**config.mk**
```make
export PLATFORM = sky130hd
export DESIGN_NAME = issue_unit
export DESIGN_NICKNAME = d
export VERILOG_FILES = /design/src/rtl/issue_unit.sv
export SDC_FILE = /design/constraint.sdc
export NUM_CORES = 1
export LEC_CHECK = 0
export CAP_MARGIN = 40
export CORE_AREA = 2 2 39 41
export DETAILED_ROUTE_END_ITERATION = 8
export DIE_AREA = 0 0 41 43
export PLACE_DENSITY = 0.7
export SYNTH_ARGS = -nofsm -noshare
export SYNTH_HDL_FRONTEND = slang
export SYNTH_SLANG_ARGS = --single-unit
```
**constraint.sdc**
```tcl
create_clock -name Clk -period 2.4 [get_ports Clk]
set_input_delay 0.72 -clock Clk [delete_from_list [all_inputs] [get_ports Clk]]
set_output_delay 0.72 -clock Clk [all_outputs]
set_load 0.02 [all_outputs]
```
**src/rtl/issue_unit.sv**
```systemverilog
// Issue arbiter: grants at most one op per queue each cycle, combinationally, with 0-cycle latency from Ready.
// A queue that cannot be granted is back-pressured by leaving its grant low; the queue keeps Ready asserted.
module issue_unit #(
   parameter int INT_LAT = 1,
   parameter int LSB_LAT = 1,
   parameter int MUL_LAT = 4,
   parameter int DIV_LAT = 7
) (
   input  logic               Clk,
   input  logic               Rst,
   input  logic               IssInt_Ready,
   input  logic               IssMul_Ready,
   input  logic               IssDiv_Ready,
   input  logic               IssLsb_Ready,
   input  logic               RB_Flush_Valid,
   output logic               Iss_Int,
   output logic               Iss_Mul,
   output logic               Iss_Div,
   output logic               Iss_Lsb,
   output logic               Div_Busy,
   output logic [DIV_LAT-1:0] Cdb_Res
);

   localparam int CW = $clog2(DIV_LAT + 1);

   logic [DIV_LAT:1] res;
   logic [DIV_LAT:1] res_nxt;
   logic [CW-1:0]    div_cnt;
   logic [CW-1:0]    div_cnt_nxt;
   logic             lru;
   logic             lru_nxt;

   logic             no_issue;
   logic             div_idle;
   logic             short_slot_free;

   assign no_issue        = Rst | RB_Flush_Valid;
   assign div_idle        = (div_cnt == '0);
   assign short_slot_free = ~res[INT_LAT];

   // Int and ld/st share the latency-1 CDB slot, so only one of them may go per cycle.
   always_comb begin
      Iss_Int = 1'b0;
      Iss_Mul = 1'b0;
      Iss_Div = 1'b0;
      Iss_Lsb = 1'b0;
      if (!no_issue) begin
         Iss_Div = IssDiv_Ready & div_idle & ~res[DIV_LAT];
         Iss_Mul = IssMul_Ready & ~res[MUL_LAT];
         if (short_slot_free) begin
            if (IssInt_Ready && IssLsb_Ready) begin
               Iss_Int = ~lru;
               Iss_Lsb = lru;
            end else begin
               Iss_Int = IssInt_Ready;
               Iss_Lsb = IssLsb_Ready;
            end
         end
      end
   end

   always_comb begin
      res_nxt = '0;
      for (int k = 1; k < DIV_LAT; k++) begin
         res_nxt[k] = res[k+1];
      end
      if (Iss_Int) res_nxt[INT_LAT] = 1'b1;
      if (Iss_Lsb) res_nxt[LSB_LAT] = 1'b1;
      if (Iss_Mul) res_nxt[MUL_LAT] = 1'b1;
      if (Iss_Div) res_nxt[DIV_LAT] = 1'b1;

      if (Iss_Div) begin
         div_cnt_nxt = CW'(DIV_LAT);
      end else if (!div_idle) begin
         div_cnt_nxt = div_cnt - CW'(1);
      end else begin
         div_cnt_nxt = '0;
      end

      // A flush squashes everything in flight but keeps the int/lsb fairness history.
      if (RB_Flush_Valid) begin
         res_nxt     = '0;
         div_cnt_nxt = '0;
      end

      lru_nxt = lru;
      if (Iss_Int) begin
         lru_nxt = 1'b1;
      end else if (Iss_Lsb) begin
         lru_nxt = 1'b0;
      end
   end

   always_ff @(posedge Clk or posedge Rst) begin
      if (Rst) begin
         res     <= '0;
         div_cnt <= '0;
         lru     <= 1'b0;
      end else begin
         res     <= res_nxt;
         div_cnt <= div_cnt_nxt;
         lru     <= lru_nxt;
      end
   end

   assign Div_Busy = ~div_idle;
   assign Cdb_Res  = res;

   a_short_exclusive : assert property (@(posedge Clk) disable iff (Rst) !(Iss_Int && Iss_Lsb));
   a_flush_quiet     : assert property (@(posedge Clk) disable iff (Rst)
                                       RB_Flush_Valid |-> !(Iss_Int || Iss_Mul || Iss_Div || Iss_Lsb));
   a_div_not_busy    : assert property (@(posedge Clk) disable iff (Rst) Iss_Div |-> !Div_Busy);

endmodule

```
==> impl_metrics.json, run 1 <==
{
  "status": "finished, final reports clean",
  "yosysSeqAreaShare_pct": 58.05,
  "path_buf_inv": 3,
  "worstPathArrival_ps": 1660,
  "final_cell_mix": "dfrtp_1 (11), clkdlybuf4s50_1 (11), buf_4 (7)",
  "cap_violations": 0,
  "min_period_over_period_pct": 99.20,
  "clock_latency_ps": 260,
  "cp_cell_sequence": "dlygate4sd2_1 > buf_4 > nor4b_2 > buf_4",
  "grt_pass1_vias": 398,
  "ctsHtreeMaxLevel": 1,
  "place_area_um2": 714.4,
  "syn_nets": 52,
  "cp_common_cell": "buf_4",
  "synth_cell_types": 18,
  "p_sw_mw": 0.1103,
  "clockBufferDepth": 2,
  "min_period_ps": 2381,
  "final_cells": 88,
  "max_slew_margin_pct": 83.87,
  "grt_first_pass_wirelength_um": 1635,
  "wl_um": 1060,
  "pwr-share-clk_pct": 29.4,
  "overflow": 0,
  "fp.dieArea_um2": 1763,
  "drive_above_1_share_pct": 26.39,
  "fin_ws_ps": 19.17,
  "boundaryPins": 19,
  "pre_cts_ws_ps": -733.2,
  "pwr-share-comb_pct": 20.5,
  "drt_first_pass_iters": 3,
  "drc": 0,
  "power.density_nw_per_um2": 559.9,
  "required_ps": 1680,
  "syn_avg_cell_area_um2": 10.54,
  "core_um2": 1384,
  "cpPeakStageDelay_ps": 300,
  "crit_family": "buffers and inverters",
  "grt_max_degree": 12,
  "clock_sinks": 11,
  "rsz0062_at_grt": "yes",
  "hold_buffers": 0,
  "hold_slack_ps": 483.0,
  "area_delta_synth_final_pct": 56.20,
  "switching_share_pct": 26.59,
  "total_power_mw": 0.4147,
  "nNetsFinal": 80,
  "hp-class": "reg2reg",
  "design_area_um2": 740.7,
  "ys_seq_elements": 11,
  "finalHoldViolations": 0,
  "portBuffers": 18,
  "start_util_pct": 34.27,
  "synth_cells": 45,
  "antenna_found_initial": 0,
  "worstSetupStartpointType": "input port",
  "postRouteAntennaNets": 0,
  "cts_root_buffer": "clkbuf_4",
  "dieHeight_um": 43,
  "dp_cells": 84,
  "yosys_warnings": 0,
  "track_usage_pct": 14.21,
  "cp-end-kind": "output pin",
  "n_fill_cell": 136,
  "post_cts_buffers": 0,
  "internal-power_mw": 0.3045,
  "irDropWorstVdd_mv": 0.3793,
  "worstMarginPinSlew_ps": 240.9,
  "gp_congestion": 0.7347,
  "final_max_slew_viol_count": 0,
  "fmaxAchievable_mhz": 420.0,
  "netlist_area_um2": 474.2,
  "power.leakage_nw": 0.3538,
  "finalClockSkew_ps": 2.061,
  "num_rows": 14,
  "clk_pin_slew_ps": 60,
  "pwr-share-seq_pct": 50.1,
  "dpl.hpwl_um": 782.1,
  "vias": 417,
  "critPathKind": "in2out",
  "slowest_stage": "dlygate4sd2_1",
  "crit_fanout": 7,
  "wl_per_cell_um": 12.05,
  "n_antenna_cell": 0,
  "die_x_um": 41,
  "cts_buffers": 3,
  "setup_viol": 0,
  "drtIter0Drc": 3,
  "cts_tree": "yes",
  "vias_per_cell": 4.739
}
power groups by stage:
stage	clock [mW]	sequential, mW	combinational [mW]
finish	0.122	0.208	0.0851
detailed placement	0	0.210	0.0869
CTS	0.127	0.207	0.0853
global route	0.136	0.208	0.0924
floorplan	0	0.214	0.0370
global placement	0	0.210	0.0861
cells by family (layout without fill, tap and decap cells):
kind of cell	after synthesis	count (layout)	share of synthesized area, %
and+or+nand+nor	21	21	29.03
DFF	11	11	58.05
buffers and inverters	5	32	4.220
AOI/OAI and AO/OA	8	8	8.707
path summary, 6_finish.rpt:
| path | startpoint | endpoint | slack (ps) | depth (start not counted) |
|---|---|---|---|---|
| max | RB_Flush_Valid | Iss_Mul | 20 | 4 |
| min | div_cnt[0] | div_cnt[0] | 480 | 1 |
| max in group asynchronous | Rst | div_cnt[2] | 1510 | 4 |
| min reg2reg | div_cnt[0] | div_cnt[0] | 480 | 1 |
| max reg2reg | Cdb_Res[6] | div_cnt[1] | 1210 | 4 |
| min in group asynchronous | Rst | Cdb_Res[5] | 740 | 4 |
registers in the layout, summed over array words and instances (netlist names):
name     cells
lru          1
Cdb_Res      7
div_cnt      3
routing by layer:
metal	GRT usage, %	wire (um)
met4	12.00	19
met2	18.44	474
met3	2.094	80
met1	19.80	486
met5	0	0
cell usage after synthesis (all sizes together):
library cell | instances | share of area, %
a31oi | 1 | 1.3
nor4b | 2 | 6.9
a21oi | 5 | 5.3
buf | 1 | 1.1
nor3 | 3 | 3.2
and3b | 2 | 4.0
dfrtp | 11 | 58
o21ai | 2 | 2.1
nand2 | 3 | 2.4
and3 | 1 | 1.3
nor2b | 3 | 4.0
or2 | 1 | 1.3
nor3b | 1 | 1.6
or3 | 1 | 1.3
inv | 4 | 3.2
nor2 | 4 | 3.2
worst register-to-register path: stages, from the launching register on:
cell	delay, ps
dfrtp_1	430
nor4b_4	310
buf_4	160
o21ai_0	70
a21oi_1	150
cell type report:
type	count	area (um2)	share of cell area, %
sequential	11	275.3	37.16
tap	16	20.02	2.703
clock buffer	4	26.28	3.547
inverter	4	15.01	2.027
timing repair buffer	24	212.7	28.72
multi-input combinational	29	191.4	25.84
metrics by stage:
step           setup TNS [ps]  utilization (%)
2_1_floorplan               0                -
3_3_place_gp            -2703            51.63
3_5_place_dp            -2844            51.63
4_1_cts                     0            53.25
5_1_grt                -11.08            53.53
6_report                    0            53.53
what timing repair did:
action	4_1_cts	5_1_grt
gates resized for setup	26	2
endpoints found under the setup margin	4	3
hold endpoints to repair	0	0
pin swaps	3	1
(Power assumes the default switching activity.)
==> inputs of run 2 (changes only) <==
Settings changed: CELL_PAD_IN_SITES_DETAIL_PLACEMENT set to 1, CELL_PAD_IN_SITES_GLOBAL_PLACEMENT set to 1, CORE_AREA 2 2 39 41 to 2 2 42 44, DIE_AREA 0 0 41 43 to 0 0 44 46, PLACE_DENSITY 0.7 to 0.78.
==> impl_metrics.json, run 2 (synthesis results as in run 1) <==
{
  "clock_latency_ps": 280,
  "drt_first_pass_iters": 4,
  "clockBufferDepth": 2,
  "power.leakage_nw": 0.3719,
  "die_x_um": 44,
  "grt_first_pass_wirelength_um": 2076,
  "r2r-start": "Cdb_Res[6]",
  "num_rows": 15,
  "pwr-share-comb_pct": 20.4,
  "track_usage_pct": 15.46,
  "min_period_ps": 2324,
  "internal-power_mw": 0.3041,
  "nNetsFinal": 81,
  "gp_congestion": 0.7023,
  "dp_cells": 84,
  "clock_sinks": 11,
  "final_common_cell": "dfrtp_1",
  "worstSetupStartpointType": "input port",
  "cp-end-kind": "output pin",
  "wl_per_cell_um": 14.60,
  "cts_root_buffer": "clkbuf_4",
  "overflow": 0,
  "finalHoldViolations": 0,
  "pwr-share-seq_pct": 49.1,
  "final_cells": 90,
  "clk_pin_slew_ps": 60,
  "grt_max_degree": 12,
  "core_um2": 1614,
  "hold_depth": 1,
  "largest_reg_flops": 7,
  "rsz0062_at_grt": "no",
  "slowest_stage": "clkdlybuf4s50_1",
  "final_cell_mix": "dfrtp_1 (11), clkdlybuf4s50_1 (10), buf_4 (7)",
  "portBuffers": 18,
  "cp_cell_sequence": "clkdlybuf4s50_1 > nand2_1 > a21oi_1 > buf_2",
  "dpl.hpwl_um": 998.7,
  "rr_worst_depth": 6,
  "setup_viol": 0,
  "irDropWorstVdd_mv": 0.2875,
  "drive_above_1_share_pct": 28.77,
  "worstMarginPinSlew_ps": 256.8,
  "antenna_found_initial": 0,
  "vias": 438,
  "cts_buffers": 3,
  "crit_fanout": 3,
  "crit_family": "buffers and inverters",
  "finalClockSkew_ps": 7.398,
  "final_core_util_pct": 46.20,
  "hold_slack_ps": 477.1,
  "power.density_nw_per_um2": 567.6,
  "boundaryPins": 19,
  "fp.dieArea_um2": 2024,
  "critPathKind": "in2out",
  "cap_violations": 0,
  "worstPathArrival_ps": 1600,
  "status": "finished, final reports clean",
  "p_sw_mw": 0.1191,
  "drc": 0,
  "drtIter0Drc": 3,
  "wl_um": 1314,
  "hp-class": "reg2reg",
  "cpPeakStageDelay_ps": 510,
  "switching_share_pct": 28.14,
  "grt_pass1_vias": 451,
  "final_max_slew_viol_count": 0,
  "hold_start": "div_cnt[0]",
  "r2r_slack_ps": 940,
  "min_period_over_period_pct": 96.84,
  "start_util_pct": 29.38,
  "cts_tree": "yes",
  "required_ps": 1680,
  "postRouteAntennaNets": 0,
  "n_antenna_cell": 0,
  "max_slew_margin_pct": 82.81,
  "whs_endpoint": "div_cnt[0]",
  "total_power_mw": 0.4232,
  "pwr-share-clk_pct": 30.5,
  "dieHeight_um": 46,
  "path_buf_inv": 2,
  "rr_endpoint": "div_cnt[1]",
  "vias_per_cell": 4.867,
  "ctsHtreeMaxLevel": 1,
  "area_delta_synth_final_pct": 57.26,
  "fmaxAchievable_mhz": 430.3
}
==> run 2: changes by cell type in the layout (fill, tap and decap cells not counted) <==
cell | previous run | this run
dlymetal6s2s_1 | 0 | 1
clkdlybuf4s50_1 | 11 | 10
buf_2 | 2 | 4
dlygate4sd2_1 | 2 | 1
==> run 2: cell type report <==
type,instances,area [um2]
Sequential cell,11,275.3
Multi-Input combinational cell,29,191.4
Inverter,4,15.01
Tap cell,17,21.27
Clock buffer,4,26.28
Timing Repair Buffer,25,216.5
Fill cell,185,868.3
==> run 2: worst max-delay path by stage <==
stage	cells after the start	end	startpoint
floorplan	2	Iss_Mul	RB_Flush_Valid
global placement	5	Iss_Int	RB_Flush_Valid
detailed placement	5	Iss_Int	Rst
CTS	4	Iss_Div	Rst
global route	4	Iss_Int	IssInt_Ready
finish	4	Iss_Int	IssInt_Ready
==> run 2: per-layer routing <==
metal | vias up | share of wire (%) | track usage (%)
met4 | 0 | 3.3 | 12.73
met2 | 17 | 50 | 25.59
met1 | 208 | 39 | 16.79
met5 | - | 0 | 0
li1 | 208 | - | -
met3 | 5 | 7.4 | 3.571
==> run 2: stage by stage <==
step                setup WS (ps)  area, um2  setup TNS, ps
global placement           -684.0      708.2          -2716
finish                      75.92      745.7              0
detailed placement         -775.5      708.2          -2956
global route                2.816      745.7              0
floorplan                   32.64      474.2              0
CTS                         14.10      742.0              0
==> run 2: timing repair <==
action,in CTS,in global routing
gates resized for setup,27,4
hold buffers,0,0
setup buffers,2,0
endpoints found under the setup margin,4,4
cloned,0,0
pin swaps,3,1
==> run 2: power by group through the flow <==
stage | logic, mW | registers, mW | clock network [mW]
after detailed placement | 0.0875 | 0.211 | 0
after CTS | 0.0875 | 0.208 | 0.130
after floorplan | 0.0370 | 0.214 | 0
after global placement | 0.0851 | 0.210 | 0
after global routing | 0.0948 | 0.210 | 0.143
final | 0.0863 | 0.208 | 0.129
==> inputs of run 3 (changes only) <==
Settings changed: PLACE_DENSITY 0.78 to 0.83.
==> impl_metrics.json, run 3 (synthesis results as in run 1) <==
{
  "dieHeight_um": 46,
  "core_um2": 1614,
  "status": "finished, final reports clean",
  "critPathKind": "in2out",
  "rsz0062_at_grt": "yes",
  "largest_reg_flops": 7,
  "die_x_um": 44,
  "pre_cts_ws_ps": -762.1,
  "required_ps": 1680,
  "fp.dieArea_um2": 2024,
  "fin_ws_ps": 50.83,
  "worstSetupStartpointType": "input port",
  "track_usage_pct": 14.30,
  "total_power_mw": 0.4191,
  "n_fill_cell": 183,
  "drt_first_pass_iters": 2,
  "hold_depth": 1,
  "nNetsFinal": 80,
  "cts_root_buffer": "clkbuf_4",
  "hp-class": "reg2reg",
  "hold_buffers": 0,
  "wl_um": 1233,
  "clockBufferDepth": 2,
  "power.leakage_nw": 0.3538,
  "r2r_slack_ps": 1190,
  "irDropWorstVdd_mv": 0.2767,
  "min_period_ps": 2349,
  "vias_per_cell": 4.944,
  "drtIter0Drc": 1,
  "cts_buffers": 3,
  "cp-end-kind": "output pin",
  "clk_pin_slew_ps": 70,
  "worstMarginPinSlew_ps": 232.7,
  "num_rows": 15,
  "clock_sinks": 11,
  "grt_max_degree": 12,
  "r2r-start": "Cdb_Res[6]",
  "boundaryPins": 19,
  "postRouteAntennaNets": 0,
  "grt_pass1_vias": 463,
  "drive_above_1_share_pct": 27.78,
  "clock_latency_ps": 260,
  "finalSetupTns_ps": 0,
  "fmaxAchievable_mhz": 425.7,
  "vias": 440,
  "worstPathArrival_ps": 1630,
  "rr_worst_depth": 4,
  "grt_first_pass_wirelength_um": 2014,
  "final_max_slew_viol_count": 0,
  "dpl.hpwl_um": 981.2,
  "final_cell_mix": "dfrtp_1 (11), clkdlybuf4s50_1 (11), buf_4 (6)",
  "setup_viol": 0,
  "power.density_nw_per_um2": 560.2,
  "multi_input_area_um2": 197.7,
  "ctsHtreeMaxLevel": 1,
  "area_delta_synth_final_pct": 57.78,
  "cap_violations": 0,
  "finalHoldViolations": 0,
  "register_area_um2": 275.3,
  "min_period_over_period_pct": 97.88,
  "antenna_found_initial": 0,
  "n_antenna_cell": 0,
  "whs_endpoint": "div_cnt[0]",
  "hold_start": "div_cnt[0]",
  "start_util_pct": 29.38,
  "finalClockSkew_ps": 1.120,
  "max_slew_margin_pct": 84.44,
  "gp_congestion": 0.7730,
  "crit_fanout": 4,
  "overflow": 0,
  "rr_endpoint": "div_cnt[1]",
  "drc": 0,
  "portBuffers": 18,
  "cts_tree": "yes",
  "wl_per_cell_um": 13.85
}
run 3: cell count changes in the layout (fill, tap and decap cells not counted):
cell,delta
buf_2,-1
clkdlybuf4s15_2,+1
nor3_4,+1
nor3_2,-1
buf_4,-1
dlymetal6s2s_1,-1
clkdlybuf4s50_1,+1
run 3: worst max path at each step:
stage | from | end
after floorplan | RB_Flush_Valid | Iss_Mul
after global placement | RB_Flush_Valid | Iss_Int
after detailed placement | RB_Flush_Valid | Iss_Int
after CTS | IssMul_Ready | Iss_Mul
after global routing | Rst | Iss_Div
final | Rst | Iss_Div
run 3: final cells by class:
class                   instances  area share, %
multi-input cells              29          26.42
inverters                       4          2.007
well taps                      17          2.843
repair buffers                 24          28.43
clock buffers                   4          3.512
flip-flops and latches         11          36.79
run 3: routing by layer:
metal | global-route usage (%) | part of all wire, % | vias up
li1 | - | - | 208
met1 | 15.59 | 39 | 213
met2 | 25.29 | 53 | 15
met3 | 3.968 | 6.8 | 4
met4 | 7.273 | 1.4 | 0
met5 | 0 | 0 | -
run 3: timing repair:
item,in CTS,in global routing
gates resized for setup,27,3
buffers inserted,0,0
pin swaps,3,0
hold endpoints to repair,0,0
setup endpoints to repair,4,3
run 3: power by group:
group          total [mW]  leakage, nW  internal [mW]  switching (mW)
sequential          0.209        0.147          0.198          0.0111
combinational      0.0873        0.191         0.0433          0.0441
clock               0.123       0.0150         0.0643          0.0588
run 3: worst max-delay path, cell delays in order:
cell	delay, ps
clkdlybuf4s15_2	240
nor4b_4	320
and3b_2	240
buf_6	120
run 3: through the flow:
| step | hold slack [ps] | cell area, um2 | util (%) | instances |
|---|---|---|---|---|
| CTS | 502.6 | 734.5 | 45.50 | 89 |
| global route | 544.1 | 748.2 | 46.36 | 89 |
| finish | 499.2 | 748.2 | 46.36 | 89 |
| detailed placement | 483.1 | 715.7 | 44.34 | 85 |
| global placement | 465.4 | 715.7 | 44.34 | 85 |
| floorplan | 446.3 | 474.2 | - | 45 |
